==> src/rtl/sobel_pkg.sv <==
// Shared types and sizing helpers for the sobel 3x3 window producer.
// Latency: n/a (declarations only).
// Backpressure: n/a (declarations only).
package sobel_pkg;

    localparam int IMG_W_DEF = 352;
    localparam int IMG_H_DEF = 288;

    // One 3x3 neighbourhood; row 1 is the oldest line, column 1 the oldest pixel.
    typedef struct packed {
        logic s11;
        logic s12;
        logic s13;
        logic s21;
        logic s22;
        logic s23;
        logic s31;
        logic s32;
        logic s33;
    } window_t;

    // Bits needed to count 0..n-1, never less than one bit.
    function automatic int cnt_width(input int n);
        return (n > 1) ? $clog2(n) : 1;
    endfunction

endpackage

==> src/rtl/sobel_window_gen_line_buffer.sv <==
// 1-bit DEPTH-stage delay line; advances only when en is high.
// Latency: DEPTH enabled cycles from din to dout.
// Backpressure: none; a low en simply freezes the line.
module line_buffer
    import sobel_pkg::*;
#(
    parameter int DEPTH = IMG_W_DEF
) (
    input  logic clk,
    input  logic reset,
    input  logic en,
    input  logic din,
    output logic dout
);

    localparam int PW = cnt_width(DEPTH);
    localparam logic [PW-1:0] PTR_LAST = PW'(DEPTH - 1);

    logic [DEPTH-1:0] mem;
    logic [PW-1:0]    ptr;

    // The slot about to be overwritten holds the pixel written DEPTH enables ago.
    assign dout = mem[ptr];

    // Storage is deliberately not reset; the first two rows of a frame refill it.
    always_ff @(posedge clk) begin
        if (en) begin
            mem[ptr] <= din;
        end
    end

    // Circular pointer stepping once per enabled cycle.
    always_ff @(posedge clk) begin
        if (reset) begin
            ptr <= '0;
        end else if (en) begin
            ptr <= (ptr == PTR_LAST) ? '0 : ptr + PW'(1);
        end
    end

endmodule

==> src/rtl/sobel_window_gen.sv <==
// Builds 3x3 windows of a raster 1-bit pixel stream; emits only fully interior windows.
// Latency: 1 cycle from accepting pixel p(r,c) to its window on out_valid.
// Backpressure: skid-free; in_ready = !out_valid || out_ready, input stalls while a window waits.
module sobel_window_gen
    import sobel_pkg::*;
#(
    parameter int IMG_W = IMG_W_DEF,
    parameter int IMG_H = IMG_H_DEF
) (
    input  logic clk,
    input  logic reset,
    input  logic in_valid,
    output logic in_ready,
    input  logic in_pixel,
    output logic out_valid,
    input  logic out_ready,
    output logic s11,
    output logic s12,
    output logic s13,
    output logic s21,
    output logic s22,
    output logic s23,
    output logic s31,
    output logic s32,
    output logic s33,
    output logic out_last,
    output logic frame_done
);

    localparam int CW = cnt_width(IMG_W);
    localparam int RW = cnt_width(IMG_H);
    localparam logic [CW-1:0] COL_LAST = CW'(IMG_W - 1);
    localparam logic [RW-1:0] ROW_LAST = RW'(IMG_H - 1);

    logic [CW-1:0] col;
    logic [RW-1:0] row;
    logic          accept;
    logic          col_wrap;
    logic          row_wrap;
    logic          emit;
    logic          lb1_dout;
    logic          lb2_dout;
    window_t       win;
    window_t       win_nxt;

    assign in_ready = !out_valid || out_ready;
    assign accept   = in_valid && in_ready;
    assign col_wrap = (col == COL_LAST);
    assign row_wrap = (row == ROW_LAST);
    // Only windows whose three rows and three columns all lie inside the frame.
    assign emit     = accept && (row >= RW'(2)) && (col >= CW'(2));

    // lb1 yields the pixel from one row up, lb2 the pixel from two rows up.
    line_buffer #(.DEPTH(IMG_W)) u_lb1 (
        .clk   (clk),
        .reset (reset),
        .en    (accept),
        .din   (in_pixel),
        .dout  (lb1_dout)
    );

    line_buffer #(.DEPTH(IMG_W)) u_lb2 (
        .clk   (clk),
        .reset (reset),
        .en    (accept),
        .din   (lb1_dout),
        .dout  (lb2_dout)
    );

    // Shift the window left on accept; the new right column is the current column of rows r-2..r.
    always_comb begin
        win_nxt = win;
        if (accept) begin
            win_nxt.s11 = win.s12;
            win_nxt.s12 = win.s13;
            win_nxt.s13 = lb2_dout;
            win_nxt.s21 = win.s22;
            win_nxt.s22 = win.s23;
            win_nxt.s23 = lb1_dout;
            win_nxt.s31 = win.s32;
            win_nxt.s32 = win.s33;
            win_nxt.s33 = in_pixel;
        end
    end

    // Window register; accept only happens when any pending window is being taken, so it stays stable.
    always_ff @(posedge clk) begin
        if (reset) begin
            win <= '0;
        end else begin
            win <= win_nxt;
        end
    end

    // Raster position of the next pixel to be accepted.
    always_ff @(posedge clk) begin
        if (reset) begin
            col <= '0;
            row <= '0;
        end else if (accept) begin
            if (col_wrap) begin
                col <= '0;
                row <= row_wrap ? '0 : row + RW'(1);
            end else begin
                col <= col + CW'(1);
            end
        end
    end

    // Output handshake: a new window replaces a consumed one without a bubble.
    always_ff @(posedge clk) begin
        if (reset) begin
            out_valid <= 1'b0;
            out_last  <= 1'b0;
        end else if (emit) begin
            out_valid <= 1'b1;
            out_last  <= row_wrap && col_wrap;
        end else if (out_ready) begin
            out_valid <= 1'b0;
            out_last  <= 1'b0;
        end
    end

    // One-cycle pulse after the final pixel of a frame is accepted.
    always_ff @(posedge clk) begin
        if (reset) begin
            frame_done <= 1'b0;
        end else begin
            frame_done <= accept && row_wrap && col_wrap;
        end
    end

    assign s11 = win.s11;
    assign s12 = win.s12;
    assign s13 = win.s13;
    assign s21 = win.s21;
    assign s22 = win.s22;
    assign s23 = win.s23;
    assign s31 = win.s31;
    assign s32 = win.s32;
    assign s33 = win.s33;

endmodule

==> config.mk <==
export PLATFORM = sky130hd
export DESIGN_NAME = sobel_window_gen
export DESIGN_NICKNAME = d
export VERILOG_FILES = /design/src/rtl/sobel_pkg.sv /design/src/rtl/sobel_window_gen_line_buffer.sv /design/src/rtl/sobel_window_gen.sv
export SDC_FILE = /design/constraint.sdc
export NUM_CORES = 1
export LEC_CHECK = 0
export BUFFER_PORTS_ARGS = -buffer_cell sky130_fd_sc_hd__buf_2
export CAP_MARGIN = 20
export CORE_UTILIZATION = 43
export DETAILED_ROUTE_END_ITERATION = 7
export PLACE_DENSITY = 0.66
export SLEW_MARGIN = 25
export SYNTH_ARGS = -nofsm -noshare
export SYNTH_HDL_FRONTEND = slang
export SYNTH_SLANG_ARGS = --single-unit
==> constraint.sdc <==
create_clock -name clk -period 7.2 [get_ports clk]
set_input_delay 0.72 -clock clk [delete_from_list [all_inputs] [get_ports clk]]
set_output_delay 0.72 -clock clk [all_outputs]
set_load 0.03 [all_outputs]
=== After elaboration in Yosys (flattened, before gate mapping) ===
Index checks and enable logic that the tools add are counted.

* Add/sub/neg operators: 4
* $lt $le $gt $ge: 6
* Equal/unequal tests: 4
* Muxes and demuxes: 17
* Reductions and logical operators: 12

{| class="wikitable"
|+ Operators by type and width
! kind !! count
|-
| bitwise mux 352 bit || 2
|-
| adder 9 x 1 -> 9 bit (second input constant) || 4
|-
| equality test 9 bit (second input constant) || 4
|-
| two-way mux 9 bit || 4
|-
| < comparator 9 x 10 -> 1 bit (second input constant) || 2
|-
| binary-select mux 1 bit (select 9 bit) || 2
|-
| demux 1 bit (select 9 bit) || 2
|-
| greater-or-equal comparator 9 x 1 -> 1 bit (second input constant) || 2
|-
| greater-or-equal comparator 9 x 2 -> 1 bit (second input constant) || 2
|-
| logical AND 1 bit || 8
|-
| two-way mux 1 bit || 7
|-
| AND reduction 2 bit || 1
|-
| nonzero test 2 bit || 1
|-
| logical NOT 1 bit || 1
|-
| logical OR 1 bit || 1
|}

* Bits in registers: 752
* Bits of input ports: 5
* Output and inout bits: 13
* Logic and storage cells: 61

=== Longest topological paths before layout ===
* Word-level depth: 6
* Gate-level depth with buffers: 12

=== Modules after synthesis ===
Synthesis repeated with hierarchy kept, for this count alone.

* Cells, all modules: 2466
* Area, all modules: 32986.6 um^2

{| class="wikitable"
|+ By module, submodules not included
! module !! instances !! cells each !! area an instance (um^2) !! sequential area each (um^2)
|-
| line_buffer at u_lb2 || 1 || 1160 || 15843.9 || 10750.3
|-
| line_buffer at u_lb1 || 1 || 1134 || 15742.6 || 10750.3
|-
| sobel_window_gen || 1 || 172 || 1400.1 || 600.6
|}

=== Worst setup path before layout ===
Ideal clock, no wire load.

* Kind: register to register
* Start: reg u_lb1.ptr[1]
* End: reg u_lb2.mem[0], data pin
* Library setup time: 1.056 ns
* Arrival time: 6.060 ns
* Slack: 0.084 ns
* Stages on the path, launching flop included: 12
* Buffers on the path: 5
* Clock period less this slack: 7.116 ns
* Path through: dfxtp_1 buf_2 buf_4 buf_4 buf_4 buf_2 mux2i_1 a21oi_1 o2111ai_1 nand4_1 nor3_1 nand2_1

* Word-level cells in the longest chain between the ends: 3

{| class="wikitable"
|+ Ends and longest elaborated chain
! what !! line !! RTL
|-
| start: declaration || sobel_window_gen_line_buffer.sv:20 || <nowiki>logic [PW-1:0] ptr;</nowiki>
|-
| start signal: assignment || sobel_window_gen_line_buffer.sv:37 || <nowiki>ptr <= (ptr == PTR_LAST) ? '0 : ptr + PW'(1);</nowiki>
|-
| binary-select mux 1 bit (select 9 bit) || sobel_window_gen_line_buffer.sv:23 || <nowiki>assign dout = mem[ptr];</nowiki>
|-
| two-way mux 1 bit (not written as such) || sobel_window_gen_line_buffer.sv:23 ||
|-
| net lb1_dout || sobel_window_gen.sv:41 || <nowiki>logic lb1_dout;</nowiki>
|-
| bitwise mux 352 bit || sobel_window_gen_line_buffer.sv:28 || <nowiki>mem[ptr] <= din;</nowiki>
|-
| end signal: indexed assignment || sobel_window_gen_line_buffer.sv:28 ||
|-
| end: declaration || sobel_window_gen_line_buffer.sv:19 || <nowiki>logic [DEPTH-1:0] mem;</nowiki>
|}

The timed path passes the listed nets, and every way through them passes these cells. The select of a mux whose other input is x is not followed.
A chain may end at the register's enable or synchronous reset.

=== Worst setup path in the final report ===
* Start: reg u_lb1.ptr[0]
* End: reg u_lb2.mem[250], data pin

Same word-level chain as after synthesis.

==> metrics.txt <==
# TYPE chip_impl_metric gauge
chip_impl_metric{name="cts-resized-gates",unit=""} 0
chip_impl_metric{name="synth_simple_gate_area_share",unit="%"} 13.0
chip_impl_metric{name="ys_ff_latch",unit=""} 752
chip_impl_metric{name="asyncSetResetFlopFracSynth",unit="%"} 0
chip_impl_metric{name="seq_power_share",unit="%"} 53.9
chip_impl_metric{name="die_area",unit="mm2"} 0.0777
chip_impl_metric{name="routed-via-count",unit=""} 20000
chip_impl_metric{name="place_inst",unit=""} 3258
chip_impl_metric{name="netSwitchingFraction",unit="%"} 21.0
chip_impl_metric{name="cts-buffers-inserted",unit=""} 74
chip_impl_metric{name="std_cell_rows",unit=""} 101
chip_impl_metric{name="switching_power",unit="mW"} 1.90
chip_impl_metric{name="n_fill_cell",unit=""} 6545
chip_impl_metric{name="yosys.cell_types.count",unit=""} 65
chip_impl_metric{name="irDropWorstVdd",unit="uV"} 186
chip_impl_metric{name="period_minus_slack",unit="ps"} 4910
chip_impl_metric{name="design.core.area",unit="mm2"} 0.0758
chip_impl_metric{name="synthMuxAreaShare",unit="%"} 12.5
chip_impl_metric{name="final_min_period_over_clock_period",unit="%"} 68.2
chip_impl_metric{name="dpl.hpwl",unit="mm"} 43.6
chip_impl_metric{name="cp_data_required_time",unit="ps"} 7410
chip_impl_metric{name="fin_nets",unit=""} 2374
chip_impl_info{name="outcome",value="completed"} 1
chip_impl_metric{name="number_of_buffers_on_the_longest_clock_path",unit=""} 3
chip_impl_metric{name="cpPeakStageDelay",unit="ps"} 950
chip_impl_metric{name="totalPowerFinal",unit="mW"} 9.06
chip_impl_metric{name="avgSynthCellArea",unit="um2"} 13.5
chip_impl_metric{name="die_h",unit="um"} 279
chip_impl_metric{name="finalNonFillerCells",unit=""} 3392
chip_impl_metric{name="final_layout_size_suffix_gt1_share",unit="%"} 14.2
chip_impl_metric{name="timing.fmax",unit="MHz"} 204
chip_impl_info{name="critPathCaptureType",value="flip-flop"} 1
chip_impl_metric{name="top_level_ports",unit=""} 18
chip_impl_metric{name="synth_fa_ha_area_share",unit="%"} 0.456
chip_impl_info{name="most_frequent_standard_cell_in_the_layout_excluding_fill_and_tap_cells",value="sky130_fd_sc_hd__nor2_1"} 1
chip_impl_metric{name="routabilityCongestion",unit=""} 0.808
chip_impl_metric{name="drv_slew",unit=""} 0
chip_impl_metric{name="number_of_antenna_violations_at_the_first_check_in_global_routing",unit=""} 0
chip_impl_metric{name="drt_wl_total",unit="mm"} 77.6
chip_impl_metric{name="synth_edf_count",unit=""} 704
chip_impl_metric{name="report.final.setup_viol",unit=""} 0
chip_impl_info{name="rsz_0062_raised_after_global_routing",value="no"} 1
chip_impl_metric{name="p_r_area_growth_vs_syn",unit="%"} 9.73
chip_impl_metric{name="max_cap_viols",unit=""} 0
chip_impl_info{name="cell_chain_of_the_critical_path",value="buf_4, mux4_2, a31oi_1, a32oi_1, o21ai_0, nand3_1, nor4_1, nand2_4, buf_12, buf_16"} 1
chip_impl_metric{name="fp.dieW",unit="um"} 279
chip_impl_info{name="min-delay-path-class",value="input port to flip-flop"} 1
chip_impl_metric{name="tightest_slew",unit="ps"} 1100
chip_impl_metric{name="io_buffer_count",unit=""} 17
chip_impl_metric{name="yosysWarningCount",unit=""} 0
chip_impl_metric{name="holdWs",unit="ps"} 421
chip_impl_metric{name="setup_repair_bufs_after_cts",unit=""} 0
chip_impl_metric{name="post_drt_via_cell_ratio",unit=""} 5.89
chip_impl_metric{name="power.density_cell_area",unit="mW/mm2"} 251
chip_impl_metric{name="clkSinkCount",unit=""} 752
chip_impl_info{name="crit_type",value="flip-flop to flip-flop"} 1
chip_impl_metric{name="synth_seq_area_share",unit="%"} 67.1
chip_impl_metric{name="clock_network_fraction_of_total_power",unit="%"} 42.0
chip_impl_metric{name="grt_first_pass_wirelength",unit="mm"} 117
chip_impl_metric{name="drcViolationCount",unit=""} 0
chip_impl_info{name="worst_path_max_delay_cell",value="sky130_fd_sc_hd__nor4_1"} 1
chip_impl_metric{name="routed_len_inst",unit="um"} 22.9
chip_impl_metric{name="detailedRoute.firstIterationViolations",unit=""} 2442
chip_impl_metric{name="largest_net_degree_at_the_start_of_global_routing",unit=""} 353
chip_impl_info{name="tritoncts",value="built"} 1
chip_impl_metric{name="cp_max_fo",unit=""} 182
chip_impl_metric{name="post_synthesis_net_count",unit=""} 2454
chip_impl_metric{name="synth_cells",unit=""} 2437
chip_impl_metric{name="hold_viol",unit=""} 0
chip_impl_metric{name="start_util",unit="%"} 43.4
chip_impl_metric{name="groute.usage.overall",unit="%"} 19.9
chip_impl_info{name="cts_root_buffer",value="sky130_fd_sc_hd__clkbuf_16"} 1
chip_impl_metric{name="p_int",unit="mW"} 7.16
chip_impl_info{name="layout.cells.most_common_list",value="sky130_fd_sc_hd__nor2_1 (764), sky130_fd_sc_hd__edfxtp_1 (704), sky130_fd_sc_hd__mux4_2 (136)"} 1
chip_impl_metric{name="synth.cell_area",unit="mm2"} 0.0329
chip_impl_info{name="critPathLaunchType",value="flip-flop"} 1
chip_impl_metric{name="totalNegativeSetupSlack",unit="ps"} 0
chip_impl_metric{name="ant_nets",unit=""} 0
chip_impl_metric{name="clock_latency",unit="ps"} 620
chip_impl_info{name="yosys_most_used_dff",value="sky130_fd_sc_hd__edfxtp_1"} 1
chip_impl_metric{name="yosys.area_share.xor_xnor",unit="%"} 0.691
chip_impl_metric{name="global_route.overflow_total",unit=""} 0
chip_impl_metric{name="power_frac_comb",unit="%"} 4.2
chip_impl_metric{name="cts_hold_repair.buffers",unit=""} 0
chip_impl_metric{name="fin_skew",unit="ps"} 29.0
chip_impl_metric{name="clk_transition_reported_paths",unit="ps"} 60
chip_impl_metric{name="antennaDiodeCount",unit=""} 0
chip_impl_info{name="synth_top_family_by_area",value="simple AND/OR/NAND/NOR gates"} 1
chip_impl_metric{name="synth_compound_gate_area_share",unit="%"} 3.32
chip_impl_metric{name="cts_htree_levels",unit=""} 3
chip_impl_metric{name="crit_arrival",unit="ps"} 5120
chip_impl_metric{name="p_leak",unit="nW"} 10.5
chip_impl_metric{name="drtPass1Iterations",unit=""} 5
chip_impl_metric{name="timing.slew.headroom",unit="%"} 26.0
chip_impl_metric{name="first_global_vias",unit=""} 19900
==> through the flow <==
step,worst slack (ps),cell area (um2),util (%)
after floorplan,84.2,32900,-
after global placement,2520,33700,44.5
after detailed placement,2420,33700,44.5
after CTS,2420,36100,47.6
after global routing,2060,36100,47.7
final,2290,36100,47.7
==> logic make-up (layout without fill, tap and decap cells) <==
group / count (synthesis) / in the layout
buf+inv: 224 / 201
simple gates: 1028 / 1028
flops: 752 / 752
fa+ha+maj: 12 / 12
mux: 231 / 231
xor+xnor: 26 / 26
compound gates: 164 / 164
==> path summary, 6_finish.rpt <==
check / from / to / slack, ps / cells past startpoint
worst max-delay path: u_lb1.ptr[0] / u_lb2.mem[250] / 2290 / 10
worst min-delay path: out_ready / out_last / 420 / 3
worst max register to register: u_lb1.ptr[0] / u_lb2.mem[250] / 2290 / 10
worst min register to register: s31 / s31 / 460 / 2
==> synth_stat cells, types with 12 or more instances <==
master	instances	area share (%)
sky130_fd_sc_hd__nor2_1	765	8.7
sky130_fd_sc_hd__edfxtp_1	704	64
sky130_fd_sc_hd__clkbuf_1	156	1.8
sky130_fd_sc_hd__mux4_2	136	9.3
sky130_fd_sc_hd__nand2_1	86	0.98
sky130_fd_sc_hd__mux2i_1	81	2.5
sky130_fd_sc_hd__nand3_1	51	0.77
sky130_fd_sc_hd__dfxtp_1	48	2.9
sky130_fd_sc_hd__a21oi_1	47	0.71
sky130_fd_sc_hd__buf_2	34	0.52
sky130_fd_sc_hd__a22oi_1	29	0.66
sky130_fd_sc_hd__nor2b_1	21	0.40
sky130_fd_sc_hd__nand4_1	19	0.36
sky130_fd_sc_hd__xor2_1	19	0.51
sky130_fd_sc_hd__o21ai_0	18	0.27
sky130_fd_sc_hd__and3_1	15	0.28
sky130_fd_sc_hd__buf_4	13	0.30
sky130_fd_sc_hd__nand2b_1	13	0.25
sky130_fd_sc_hd__ha_1	12	0.46
==> registers in the layout (all words and copies together) (netlist names), 9 cells and up <==
signal and flops:
u_lb2.ptr 9, u_lb1.mem 352, row 9, u_lb2.mem 352, u_lb1.ptr 9, col 9
==> power by group through the flow <==
stage	Sequential [mW]	Combinational [mW]	Clock (mW)
3_5_place_dp	4.98	0.371	0
4_1_cts	4.88	0.373	3.86
6_report	4.88	0.377	3.81
2_1_floorplan	4.99	0.270	0
5_1_grt	4.88	0.403	4.00
3_3_place_gp	4.98	0.358	0
==> cell type report <==
cell class	instances	area, um2	share of cell area [%]
clock inverter	42	342	0.945
inverter	10	37.5	0.104
tap	978	1220	3.39
multi-input combinational	1461	9940	27.5
clock buffer	91	2030	5.62
timing repair buffer	58	447	1.24
sequential	752	22100	61.2
==> per-layer routing <==
layer / vias to the layer above / global-route usage (%) / wire length, um
li1: 8729 / - / -
met4: 0 / 6.58 / 2140
met5: - / 0 / 0
met2: 833 / 32.4 / 37400
met1: 10300 / 27.1 / 31600
met3: 141 / 3.61 / 6460
==> critical path, delay by kind of cell (launching register included) <==
family / cells / cell delay, ps
mux: 1 / 580
compound gates: 3 / 550
buf+inv: 3 / 1110
simple gates: 3 / 1190
flops: 1 / 860
(Power assumes the default switching activity.)
